$ cat config.mk
export PLATFORM = sky130hd
export DESIGN_NAME = fetch_unit_flat
export DESIGN_NICKNAME = d
export VERILOG_FILES = /design/src/rtl/fetch_unit_pkg.sv /design/src/rtl/fetch_unit_if.sv /design/src/rtl/fetch_fifo.sv /design/src/rtl/fetch_unit.sv /design/src/flat_wrapper.sv
export SDC_FILE = /design/constraint.sdc
export NUM_CORES = 1
export LEC_CHECK = 0
export ABC_AREA = 0
export BUFFER_PORTS_ARGS = -buffer_cell sky130_fd_sc_hd__clkbuf_2
export CAP_MARGIN = 20
export CORE_UTILIZATION = 50
export CTS_BUF_LIST = sky130_fd_sc_hd__clkbuf_8
export CTS_CLUSTER_DIAMETER = 150
export DETAILED_ROUTE_END_ITERATION = 10
export HOLD_SLACK_MARGIN = 0.03
export PLACE_DENSITY = 0.7
export SLEW_MARGIN = 0
export SYNTH_ARGS = -nofsm -noshare
export SYNTH_HDL_FRONTEND = slang
export SYNTH_SLANG_ARGS = --single-unit
$ cat constraint.sdc
create_clock -name clk -period 5.4 [get_ports clk]
set_input_delay 0.27 -clock clk [delete_from_list [all_inputs] [get_ports clk]]
set_output_delay 0.27 -clock clk [all_outputs]
set_load 0.02 [all_outputs]
$ cat src/rtl/fetch_unit_pkg.sv
// Shared definitions for the instruction fetch slice: default bus widths and
// helpers used by the fetch unit, its queue and its interface.
package fetch_unit_pkg;

    localparam int unsigned ADDR_WIDTH_DFLT = 32;
    localparam int unsigned INST_WIDTH_DFLT = 32;
    localparam int unsigned PC_STEP         = 4;

    // Width needed to hold a count in 0..depth inclusive.
    function automatic int unsigned cnt_width(input int unsigned depth);
        return $clog2(depth + 1);
    endfunction

endpackage

$ cat src/rtl/fetch_unit_if.sv
// Fetch unit bus bundle: instruction memory request/response, decode-side
// instruction stream and the redirect input.
interface fetch_unit_if #(
    parameter int unsigned ADDR_WIDTH = fetch_unit_pkg::ADDR_WIDTH_DFLT,
    parameter int unsigned INST_WIDTH = fetch_unit_pkg::INST_WIDTH_DFLT
);

    logic                  imem_req;
    logic [ADDR_WIDTH-1:0] imem_addr;
    logic                  imem_gnt;
    logic                  imem_rvalid;
    logic [INST_WIDTH-1:0] imem_rdata;

    logic                  inst_valid;
    logic                  inst_ready;
    logic [INST_WIDTH-1:0] inst;
    logic [ADDR_WIDTH-1:0] inst_pc;

    logic                  redirect_valid;
    logic [ADDR_WIDTH-1:0] redirect_pc;

    modport master (
        output imem_req, imem_addr, inst_valid, inst, inst_pc,
        input  imem_gnt, imem_rvalid, imem_rdata, inst_ready, redirect_valid, redirect_pc
    );

    modport slave (
        input  imem_req, imem_addr, inst_valid, inst, inst_pc,
        output imem_gnt, imem_rvalid, imem_rdata, inst_ready, redirect_valid, redirect_pc
    );

endinterface

$ cat src/rtl/fetch_fifo.sv
// Prefetch queue: DEPTH entries of {pc, instruction}, head visible
// combinationally, flush empties it in one cycle.
module fetch_fifo import fetch_unit_pkg::*; #(
    parameter int unsigned DEPTH = 4,
    parameter int unsigned WIDTH = 64,
    localparam int unsigned PTR_W = $clog2(DEPTH),
    localparam int unsigned CNT_W = cnt_width(DEPTH)
) (
    input  logic             clk,
    input  logic             rst,
    input  logic             push,
    input  logic [WIDTH-1:0] push_data,
    input  logic             pop,
    input  logic             flush,
    output logic [WIDTH-1:0] head_data,
    output logic [CNT_W-1:0] count
);

    logic [WIDTH-1:0] mem_q [DEPTH];
    logic [PTR_W-1:0] wr_ptr_q;
    logic [PTR_W-1:0] rd_ptr_q;
    logic [CNT_W-1:0] count_q;
    logic             do_push;
    logic             do_pop;

    assign do_pop  = pop && (count_q != '0);
    assign do_push = push && (count_q != CNT_W'(DEPTH));

    // Pointers wrap naturally because DEPTH is a power of two.
    always_ff @(posedge clk) begin
        if (rst || flush) begin
            wr_ptr_q <= '0;
            rd_ptr_q <= '0;
            count_q  <= '0;
        end else begin
            if (do_push) begin
                mem_q[wr_ptr_q] <= push_data;
                wr_ptr_q        <= wr_ptr_q + PTR_W'(1);
            end
            if (do_pop) begin
                rd_ptr_q <= rd_ptr_q + PTR_W'(1);
            end
            case ({do_push, do_pop})
                2'b10:   count_q <= count_q + CNT_W'(1);
                2'b01:   count_q <= count_q - CNT_W'(1);
                default: count_q <= count_q;
            endcase
        end
    end

    assign head_data = mem_q[rd_ptr_q];
    assign count     = count_q;

endmodule

$ cat src/rtl/fetch_unit.sv
// Instruction fetch unit: credit-limited sequential prefetch into a small
// queue, with redirect flush and discard of responses already in flight.
module fetch_unit import fetch_unit_pkg::*; #(
    parameter int unsigned           ADDR_WIDTH = ADDR_WIDTH_DFLT,
    parameter int unsigned           INST_WIDTH = INST_WIDTH_DFLT,
    parameter int unsigned           DEPTH      = 4,
    parameter logic [ADDR_WIDTH-1:0] RESET_PC   = '0
) (
    input logic         clk,
    input logic         rst,
    fetch_unit_if.master bus
);

    localparam int unsigned       CNT_W     = cnt_width(DEPTH);
    localparam int unsigned       ENTRY_W   = ADDR_WIDTH + INST_WIDTH;
    localparam logic [CNT_W:0]    DEPTH_CNT = (CNT_W + 1)'(DEPTH);

    logic [ADDR_WIDTH-1:0] fetch_pc_q;
    logic [ADDR_WIDTH-1:0] resp_pc_q;
    logic [CNT_W-1:0]      outstanding_q;
    logic [CNT_W-1:0]      drop_q;
    logic [CNT_W-1:0]      occupancy;
    logic [CNT_W:0]        inflight;
    logic [ADDR_WIDTH-1:0] redirect_target;
    logic [ENTRY_W-1:0]    head;
    logic                  fire;
    logic                  push;
    logic                  pop;

    // Credit uses registered counts only, so imem_rvalid never reaches imem_req.
    assign inflight        = {1'b0, occupancy} + {1'b0, outstanding_q};
    assign bus.imem_req    = (inflight < DEPTH_CNT) && !bus.redirect_valid && !rst;
    assign bus.imem_addr   = fetch_pc_q;
    assign fire            = bus.imem_req && bus.imem_gnt;

    assign push            = bus.imem_rvalid && (drop_q == '0) && !bus.redirect_valid;
    assign bus.inst_valid  = (occupancy != '0) && !bus.redirect_valid && !rst;
    assign pop             = bus.inst_valid && bus.inst_ready;
    assign bus.inst_pc     = head[ENTRY_W-1 -: ADDR_WIDTH];
    assign bus.inst        = head[INST_WIDTH-1:0];
    assign redirect_target = bus.redirect_pc & ~ADDR_WIDTH'(3);

    always_ff @(posedge clk) begin
        if (rst) begin
            fetch_pc_q    <= RESET_PC;
            resp_pc_q     <= RESET_PC;
            outstanding_q <= '0;
            drop_q        <= '0;
        end else if (bus.redirect_valid) begin
            // Everything still in flight after this cycle belongs to the old path.
            fetch_pc_q    <= redirect_target;
            resp_pc_q     <= redirect_target;
            outstanding_q <= outstanding_q - CNT_W'(bus.imem_rvalid);
            drop_q        <= outstanding_q - CNT_W'(bus.imem_rvalid);
        end else begin
            if (fire) begin
                fetch_pc_q <= fetch_pc_q + ADDR_WIDTH'(PC_STEP);
            end
            outstanding_q <= outstanding_q + CNT_W'(fire) - CNT_W'(bus.imem_rvalid);
            if (bus.imem_rvalid) begin
                if (drop_q != '0) begin
                    drop_q <= drop_q - CNT_W'(1);
                end else begin
                    resp_pc_q <= resp_pc_q + ADDR_WIDTH'(PC_STEP);
                end
            end
        end
    end

    fetch_fifo #(
        .DEPTH (DEPTH),
        .WIDTH (ENTRY_W)
    ) u_fifo (
        .clk       (clk),
        .rst       (rst),
        .push      (push),
        .push_data ({resp_pc_q, bus.imem_rdata}),
        .pop       (pop),
        .flush     (bus.redirect_valid),
        .head_data (head),
        .count     (occupancy)
    );

endmodule

$ cat src/flat_wrapper.sv
// flat-port wrapper written by rule: the top's interface ports become plain ports
module fetch_unit_flat import fetch_unit_pkg::*;
#(
    parameter int unsigned           ADDR_WIDTH = ADDR_WIDTH_DFLT,
    parameter int unsigned           INST_WIDTH = INST_WIDTH_DFLT,
    parameter int unsigned           DEPTH      = 4,
    parameter logic [ADDR_WIDTH-1:0] RESET_PC   = '0
)
  (clk, rst, bus_imem_req, bus_imem_addr, bus_inst_valid, bus_inst, bus_inst_pc, bus_imem_gnt, bus_imem_rvalid, bus_imem_rdata, bus_inst_ready, bus_redirect_valid, bus_redirect_pc);
  fetch_unit_if #(.ADDR_WIDTH(ADDR_WIDTH), .INST_WIDTH(INST_WIDTH)) bus_i ();
  input logic clk;
  input logic rst;
  output wire logic [$bits(bus_i.imem_req)-1:0] bus_imem_req;
  output wire logic [$bits(bus_i.imem_addr)-1:0] bus_imem_addr;
  output wire logic [$bits(bus_i.inst_valid)-1:0] bus_inst_valid;
  output wire logic [$bits(bus_i.inst)-1:0] bus_inst;
  output wire logic [$bits(bus_i.inst_pc)-1:0] bus_inst_pc;
  input wire logic [$bits(bus_i.imem_gnt)-1:0] bus_imem_gnt;
  input wire logic [$bits(bus_i.imem_rvalid)-1:0] bus_imem_rvalid;
  input wire logic [$bits(bus_i.imem_rdata)-1:0] bus_imem_rdata;
  input wire logic [$bits(bus_i.inst_ready)-1:0] bus_inst_ready;
  input wire logic [$bits(bus_i.redirect_valid)-1:0] bus_redirect_valid;
  input wire logic [$bits(bus_i.redirect_pc)-1:0] bus_redirect_pc;
  assign bus_imem_req = bus_i.imem_req;
  assign bus_imem_addr = bus_i.imem_addr;
  assign bus_inst_valid = bus_i.inst_valid;
  assign bus_inst = bus_i.inst;
  assign bus_inst_pc = bus_i.inst_pc;
  assign bus_i.imem_gnt = bus_imem_gnt;
  assign bus_i.imem_rvalid = bus_imem_rvalid;
  assign bus_i.imem_rdata = bus_imem_rdata;
  assign bus_i.inst_ready = bus_inst_ready;
  assign bus_i.redirect_valid = bus_redirect_valid;
  assign bus_i.redirect_pc = bus_redirect_pc;
  fetch_unit #(.ADDR_WIDTH(ADDR_WIDTH), .INST_WIDTH(INST_WIDTH), .DEPTH(DEPTH), .RESET_PC(RESET_PC)) u_core (.clk(clk), .rst(rst), .bus(bus_i));
endmodule
==> out/summary.txt <==
wire per inst - 18.7 um
number of nets in the final layout - 1,143
Final Setup Violations - 0
shortest period the worst path allows - 3050 ps
number of design-rule violations left by the first detailed-router iteration - 520
number of antenna violations at the first check in global routing - 0
count of yosys warnings during synthesis - 0
final instance count without filler cells - 1,425
pin slew with the least headroom to its limit - 1030 ps
share of synthesized area occupied by flip-flops and latches - 68.2%
total congestion overflow - 0
Req. time, crit path - 5130 ps
TritonRoute pass-1 iters - 4
end point of the critical path - bus_inst[24]
IR drop worst, VDD - 193 uV
Critical Path Start Type - flip-flop
register-to-register setup slack - 2580 ps
maximum level of the CTS H-tree - 2
Vias - 7,757
leading cell type in the layout, fill and taps excluded - sky130_fd_sc_hd__edfxtp_1
Core Area - 0.0255 sq mm
via count of the first global-routing pass - 7,615
Placement Rows - 58
CTS tree - done
I/O pin count - 168
class of the most critical setup path - flip-flop to output port
Total Routed Length - 26.7 mm
Cells after Synth - 831
DR vias/cell - 5.44
count of buffers inserted at the top-level ports - 161
P&R area growth vs syn - 18.6%
Cell Area, Synth - 0.0131 sq mm
endpoint class of the critical path - output port
prevailing post-synth register cell - sky130_fd_sc_hd__edfxtp_1
setup repair after global routing missed its margin - false
total power consumption of the routed design - 4.95 mW
final HPWL from detailed placement - 16.8 mm
Unique masters post-synth - 55
commonest non-fill, non-tap cells in the layout - sky130_fd_sc_hd__edfxtp_1, sky130_fd_sc_hd__clkbuf_2, sky130_fd_sc_hd__dfxtp_1
Slew headroom - 31.2%
CP max stage delay - 830 ps
Finished Core Util - 61.1%
cell breakdown of the critical path - buf_4 -> mux4_2 -> clkbuf_2
All-Layer GR Usage - 20.2%
r2r worst-path depth - 6
static leakage power - 5.48 nW
post-synthesis async set-or-reset flop share - 0%
number of remaining DRC errors - 0
Max Fanout on Critical Path - 37
maximum number of pins on one net before global-route repair - 63
Worst R2R End - u_core.u_fifo.mem_q[1][12]
cell count after placement - 1,292
per-instance average area after synthesis - 15.8 sq um
power density over the cells - 318 mW/mm^2
WP data arrival - 2780 ps
Worst-Skew Late Latency - 570 ps
wire length of the first global-routing pass - 41.2 mm
worst-path cell with the longest stage delay - sky130_fd_sc_hd__dfxtp_4
Post-CTS Setup Inserts - 0
routability cong. - 0.860
number of buffers between clock root and the deepest sink - 3
height of the die - 164 um
post-CTS sizing - 0
diode count - 0
result of the run - complete, no violations
Clock Pin Slew Worst Setup and Hold Paths - 60 ps
launch point of the worst reg-to-reg path - u_core.drop_q[0]
proportion of layout cells with a drive suffix above 1 - 28.4%
synthesized flop and latch total - 323
largest clock skew in the final design - 23.4 ps
fmax - 328 MHz
count of flip-flops with a built-in enable after synthesis - 248
number of endpoints with negative hold slack in the final report - 0
post-route worst hold slack - 65.8 ps
max-cap viol count - 0
Period Utilization, post-route - 56.4%
total clock buffers created by CTS - 50
overall die width - 164 um
worst hold path class - input pin to flip-flop
sink count of the clock tree - 323
initial core utilization - 51.5%
Post-DRT Antenna Nets - 0
CTS root buf - sky130_fd_sc_hd__clkbuf_8
total negative slack - 0 ps
Die Footprint - 0.0269 sq mm
max-slew violations - 0
-- final cells by class --
cell class | count | area (sq um)
clock buffer | 55 | 757
clock inverter | 36 | 151
fill | 1942 | 9910
inverter | 40 | 150
multi-input combinational | 430 | 3850
sequential | 323 | 8950
tap | 330 | 413
timing repair buffer | 211 | 1290
-- repair_timing --
action,4_1_cts,5_1_grt
hold buffers,42,0
endpoints found under the hold margin,144,0
setup endpoints to repair,0,0
-- worst max-delay path, delay by kind of cell, from the launching register on --
family	cells	cell delay (ps)
buf+inv	2	750
mux	1	590
flops	1	830
-- Yosys cell counts, drive strengths merged, types with 2 or more instances --
cell type	instances	area, sq um
a211oi	8	60.1
a21boi	30	225
a21oi	30	150
a31oi	5	31.3
and2	7	43.8
and3	8	50.1
and4	7	61.3
buf	16	93.8
clkbuf	25	93.8
dfxtp	75	1500
edfxtp	248	7450
fa	2	40.0
ha	15	188
inv	40	150
mux2	3	33.8
mux4	62	1400
nand2	40	150
nand3	23	115
nand3b	2	27.5
nand4	21	131
nor2	33	126
nor3	20	105
nor3b	2	20.0
nor4	8	65.1
o21a	5	37.5
o21ai	12	60.1
o21bai	2	15.0
o22ai	2	12.5
o311ai	2	17.5
or3	6	37.5
xnor2	36	315
xor2	23	201
-- logic make-up after synthesis --
family / synth area share (%)
flops: 68.2
simple gates: 7.57
compound gates: 4.99
buf+inv: 2.57
mux: 11.0
xor+xnor: 3.94
fa+ha+maj: 1.74
other cells: 0.0286
-- through the flow --
step | instance area, sq um | worst slack (ps)
final | 15600 | 2350
after detailed placement | 14200 | 2500
after CTS | 15600 | 2220
after global placement | 14200 | 2530
after floorplan | 13100 | 2300
after global routing | 15600 | 2080
-- power breakdown --
group,switching [mW],internal (mW)
Clock,0.892,0.935
Sequential,0.0636,2.73
Combinational,0.189,0.139
Total,1.14,3.81
-- sequential cells by signal, summed over array words and instances, names as in the netlist, named ones only --
| signal | count |
|---|---|
| u_core.u_fifo.wr_ptr_q | 2 |
| u_core.bus.imem_addr | 30 |
| u_core.u_fifo.rd_ptr_q | 2 |
| u_core.u_fifo.mem_q | 248 |
| u_core.u_fifo.count | 3 |
| u_core.outstanding_q | 3 |
| u_core.drop_q | 3 |
| u_core.resp_pc_q | 30 |
-- routing by layer --
| layer | GRT usage, % | vias to the layer above | part of all wire (%) |
|---|---|---|---|
| li1 | - | 3637 | - |
| met1 | 28.3 | 3796 | 45 |
| met2 | 32.7 | 279 | 47 |
| met3 | 3.43 | 45 | 6.3 |
| met4 | 5.89 | 0 | 2.0 |
| met5 | 0 | - | 0 |
-- how the worst min path moves through the flow --
stage          depth (start not counted)                    endpoint  slack (ps)          startpoint
6_report                               4         u_core.resp_pc_q[7]          70  bus_redirect_pc[7]
2_1_floorplan                          0   u_core.u_fifo.mem_q[0][0]         370   bus_imem_rdata[0]
3_5_place_dp                           1   u_core.u_fifo.mem_q[0][1]         490   bus_imem_rdata[1]
3_3_place_gp                           1  u_core.u_fifo.mem_q[2][10]         490  bus_imem_rdata[10]
4_1_cts                                3         u_core.resp_pc_q[8]          40  bus_redirect_pc[8]
5_1_grt                                3         u_core.resp_pc_q[8]          50  bus_redirect_pc[8]
Note: power is estimated with default switching activity, not from simulation.
